--- src/rtl/bcd_bin.sv ---
// Packed-BCD to unsigned binary converter, one reverse double-dabble step per
// clock. Operand handshake in, result handshake out; invalid nibbles flag out_err.
module bcd_bin #(
    parameter int DIGITS = 4,
    parameter int BIN_W  = 14
) (
    input  logic                  clk,
    input  logic                  rst_n,
    input  logic                  in_valid,
    output logic                  in_ready,
    input  logic [4*DIGITS-1:0]   in_bcd,
    output logic                  out_valid,
    input  logic                  out_ready,
    output logic [BIN_W-1:0]      out_bin,
    output logic                  out_err
);

    localparam int BCD_W = 4 * DIGITS;
    localparam int CNT_W = $clog2(BIN_W + 1);

    typedef enum logic [1:0] {
        IDLE = 2'd0,
        BUSY = 2'd1,
        DONE = 2'd2
    } state_t;

    state_t             r_state;
    logic [CNT_W-1:0]   r_cnt;
    logic [BCD_W-1:0]   r_bcd;
    logic [BIN_W-1:0]   r_bin;
    logic               r_err;
    logic               r_in_ready;
    logic               r_out_valid;
    logic [BIN_W-1:0]   r_out_bin;
    logic               r_out_err;

    logic [BCD_W-1:0]   w_bcd_shift;
    logic [BCD_W-1:0]   w_bcd_next;
    logic [BIN_W-1:0]   w_bin_next;

    // True when any nibble of the operand is outside 0..9.
    function automatic logic bcd_invalid(input logic [BCD_W-1:0] v);
        logic e;
        e = 1'b0;
        for (int d = 0; d < DIGITS; d++) begin
            if (v[4*d +: 4] > 4'd9) begin
                e = 1'b1;
            end else begin
                e = e;
            end
        end
        return e;
    endfunction

    // One reverse double-dabble step: shift right, then correct digits >= 8.
    always_comb begin
        w_bin_next  = {r_bcd[0], r_bin[BIN_W-1:1]};
        w_bcd_shift = {1'b0, r_bcd[BCD_W-1:1]};
        w_bcd_next  = w_bcd_shift;
        for (int d = 0; d < DIGITS; d++) begin
            if (w_bcd_shift[4*d +: 4] >= 4'd8) begin
                w_bcd_next[4*d +: 4] = w_bcd_shift[4*d +: 4] - 4'd3;
            end else begin
                w_bcd_next[4*d +: 4] = w_bcd_shift[4*d +: 4];
            end
        end
    end

    // Control FSM with datapath registers and registered handshake/result outputs.
    always_ff @(posedge clk or negedge rst_n) begin
        if (!rst_n) begin
            r_state     <= IDLE;
            r_cnt       <= {CNT_W{1'b0}};
            r_bcd       <= {BCD_W{1'b0}};
            r_bin       <= {BIN_W{1'b0}};
            r_err       <= 1'b0;
            r_in_ready  <= 1'b1;
            r_out_valid <= 1'b0;
            r_out_bin   <= {BIN_W{1'b0}};
            r_out_err   <= 1'b0;
        end else begin
            case (r_state)
                IDLE: begin
                    if (in_valid) begin
                        r_bcd      <= in_bcd;
                        r_bin      <= {BIN_W{1'b0}};
                        r_cnt      <= CNT_W'(BIN_W);
                        r_err      <= bcd_invalid(in_bcd);
                        r_in_ready <= 1'b0;
                        r_state    <= BUSY;
                    end else begin
                        r_state    <= IDLE;
                    end
                end
                BUSY: begin
                    r_bcd <= w_bcd_next;
                    r_bin <= w_bin_next;
                    r_cnt <= r_cnt - CNT_W'(1);
                    // Last step: publish the result computed this very edge.
                    if (r_cnt == CNT_W'(1)) begin
                        r_state     <= DONE;
                        r_out_valid <= 1'b1;
                        r_out_bin   <= r_err ? {BIN_W{1'b0}} : w_bin_next;
                        r_out_err   <= r_err;
                    end else begin
                        r_state     <= BUSY;
                    end
                end
                DONE: begin
                    if (out_ready) begin
                        r_state     <= IDLE;
                        r_out_valid <= 1'b0;
                        r_out_bin   <= {BIN_W{1'b0}};
                        r_out_err   <= 1'b0;
                        r_in_ready  <= 1'b1;
                    end else begin
                        r_state     <= DONE;
                    end
                end
                default: begin
                    r_state     <= IDLE;
                    r_cnt       <= {CNT_W{1'b0}};
                    r_err       <= 1'b0;
                    r_in_ready  <= 1'b1;
                    r_out_valid <= 1'b0;
                    r_out_bin   <= {BIN_W{1'b0}};
                    r_out_err   <= 1'b0;
                end
            endcase
        end
    end

    assign in_ready  = r_in_ready;
    assign out_valid = r_out_valid;
    assign out_bin   = r_out_bin;
    assign out_err   = r_out_err;

endmodule

--- config.mk ---
export PLATFORM = sky130hd
export DESIGN_NAME = bcd_bin
export DESIGN_NICKNAME = d
export VERILOG_FILES = /design/src/rtl/bcd_bin.sv
export SDC_FILE = /design/constraint.sdc
export NUM_CORES = 1
export LEC_CHECK = 0
export ABC_AREA = 1
export CAP_MARGIN = 20
export CORE_MARGIN = 8
export CORE_UTILIZATION = 49
export CTS_BUF_LIST = sky130_fd_sc_hd__clkbuf_8
export DETAILED_ROUTE_END_ITERATION = 8
export GPL_ROUTABILITY_DRIVEN = 1
export PLACE_DENSITY_LB_ADDON = 0.2
export SYNTH_ARGS = -nofsm -noshare
export SYNTH_HDL_FRONTEND = slang
export SYNTH_SLANG_ARGS = --single-unit
--- constraint.sdc ---
create_clock -name clk -period 2.85 [get_ports clk]
set_input_delay 0.285 -clock clk [delete_from_list [all_inputs] [get_ports clk]]
set_output_delay 0.285 -clock clk [all_outputs]
set_load 0.05 [all_outputs]
==> results.tsv <==
metric	value	unit
clock_latency	0.30	ns
power.switching	1.852	mW
placed_cells	434	
worst_pin_slew	0.5301	ns
wl	5627	um
yosysWarnings	0	
synthSimpleGateAreaFrac	25.75	%
core	5405	sq um
synth_edf_count	0	
grt-ovfl-total	0	
num_antenna_cells	0	
worst_hold_slack	0.4432	ns
final_util	58.94	%
dr.pass1.iters	4	
synth_top_cells_by_area	dfrtp_1, nand2_1, nand3_1, ha_1, o21ai_0	
cp_top_family	buffers and inverters	
fin_worst_skew	0.002976	ns
fin_total_pwr	3.830	mW
finalSetupTns	0	ns
crit_path_max_fanout	2	
pin_count	37	
rsz0062_at_grt	false	
final_nets	402	
ys_async_sr_fraction	100.0	%
synth.top_cell.area_share	48.51	%
slew_headroom	64.66	%
drc_errors	0	
cp-end-kind	primary output	
antenna_found_initial	0	
cts_resized	0	
drt-wirelength-per-cell	12.70	um
synth_seq_cells	53	
fin_crit	1.917	ns
reg2reg_to	r_bcd[2]	
synth_area_per_cell	7.984	sq um
syn_inst	336	
final_cell_area	3186	sq um
combPwrFrac	54.9	%
synthDistinctLibCells	24	
viasPerCell	4.957	
m1WireLength	2661	um
slew_viol_final	0	
cts_tree	done	
critical_path.slowest_cell	clkdlybuf4s50_1	
path_buf_inv	1	
status	finished, final reports clean	
p_sw_share	48.36	%
setup_viol	0	
synth_area_leader_cell	dfrtp_1	
ff2ff_setup_slack	0.99	ns
ant_nets	0	
drive_gt1_share	5.660	%
path_cells	clkdlybuf4s50_1	
ir_drop	0.0007301	V
die_width	89.99	um
grt_pass1_vias	2154	
clockBufferDepth	2	
synth_fp_nets	368	
synth_area	2683	sq um
die_area	8098	sq um
setup_slack	0.9330	ns
row_count	27	
drt_iter0_markers	125	
die_height	89.99	um
area_growth	18.75	%
synth_top_family_by_area	simple AND/OR/NAND/NOR gates	
htreeDepth	2	
synth_common_cells	nand2_1, dfrtp_1, nand3_1	
initial_core_util	49.63	%
power.internal	1.978	mW
crit_type	reg2out	
arrival	1.63	ns
synthMuxAreaShare	0	%
p_leak	1.563	nW
cts_made_buffers	5	
yosysMostFrequentCell	nand2_1	
slowest_delay	0.80	ns
synth-main-ff-cell	dfrtp_1	
finalNonFillerCells	443	
num_vias	2196	
r2r_cells	9	
top_layer_used	met4	
r2r_start	r_state[0]	
cap_violations	0	
synth_fa_ha_area_share	5.597	%
min_period_over_period	67.26	%
synth-compound-area-share	11.71	%
path_clk_slew	0.09	ns
port_buffers	36	
ys_seq_area_share	49.49	%
post-dp-hpwl	3993	um
grt_usage	14.58	%
power.density	1202	nW/um^2
pre_cts_slack	0.9919	ns
wl_met3	261	um
cp-start-kind	flop	
clock.fmax	521.7	MHz
synth-xor-area-share	0	%
required	2.57	ns
dpl_cell_area	3088	sq um
cts_root_buf	clkbuf_8	
gp_congestion	0.8097	
grt_max_degree	58	
min_path_type	in2async	
clock_sinks	53	
finalHoldViolCount	0	
p_seq_share	34.5	%
clockPowerShare	10.7	%
grt_pass1_wl	9956	um
wl_met2	2629	um
## power by group through the flow
stage          combinational, mW  clock, mW  sequential, mW
6_report                    2.10      0.408            1.32
5_1_grt                     2.40      0.458            1.36
4_1_cts                     2.13      0.426            1.32
3_5_place_dp                2.12          0            1.33
3_3_place_gp                2.07          0            1.33
2_1_floorplan               1.33          0            1.61
## sequential cells by signal, indices dropped and copies added (netlist names)
signal and flops:
r_cnt 4, out_valid 1, r_state 2, out_bin 14, out_err 1, r_bin 13
r_bcd 16, in_ready 1, r_err 1
## cells in the final DEF, fill, tap and decap left out, drive strengths merged
| master | n |
|---|---|
| a21oi | 5 |
| a22oi | 4 |
| a31oi | 8 |
| buf | 6 |
| clkbuf | 5 |
| clkdlybuf4s50 | 35 |
| clkinvlp | 2 |
| dfrtp | 52 |
| dfstp | 1 |
| dlygate4sd3 | 1 |
| ha | 12 |
| inv | 33 |
| nand2 | 101 |
| nand3 | 36 |
| nand4 | 1 |
| nor2 | 32 |
| o211ai | 1 |
| o21a | 2 |
| o21ai | 32 |
| o31ai | 2 |
## final cells by class
| class | count | area [sq um] |
|---|---|---|
| fillers | 496 | 2220 |
| flip-flops and latches | 53 | 1328 |
| multi-input cells | 236 | 1157 |
| repair buffers | 42 | 402.9 |
| inverters | 32 | 120.1 |
| well taps | 72 | 90.09 |
| clock buffers | 5 | 68.82 |
| clock inverters | 3 | 18.77 |
## how the worst max path moves through the flow
stage	end	slack [ns]	startpoint	cells past startpoint
after floorplan	r_bin[10]	1.42	r_state[0]	8
after global routing	r_bcd[2]	0.76	r_state[0]	9
after detailed placement	out_bin[1]	0.99	r_state[1]	7
after global placement	r_bcd[2]	1.02	r_state[0]	9
after CTS	in_ready	0.91	in_ready	1
final	in_ready	0.93	in_ready	1
## kinds of logic after synthesis
logic type      after synthesis
simple gates                170
compound gates               54
flops                        53
buf+inv                      47
fa+ha+maj                    12
## routing by layer
layer / up-vias / track usage [%]
met5: - / 0
met4: 0 / 4.993
met3: 5 / 3.574
met2: 31 / 23.87
met1: 1016 / 18.32
li1: 1144 / -
## what timing repair did
| action | CTS | global route |
|---|---|---|
| buffers inserted | 0 | 0 |
| hold buffers | 1 | 0 |
| endpoints found under the hold margin | 17 | 0 |
| endpoints found under the setup margin | 0 | 0 |
No activity file was read; power rests on OpenSTA's default activity.
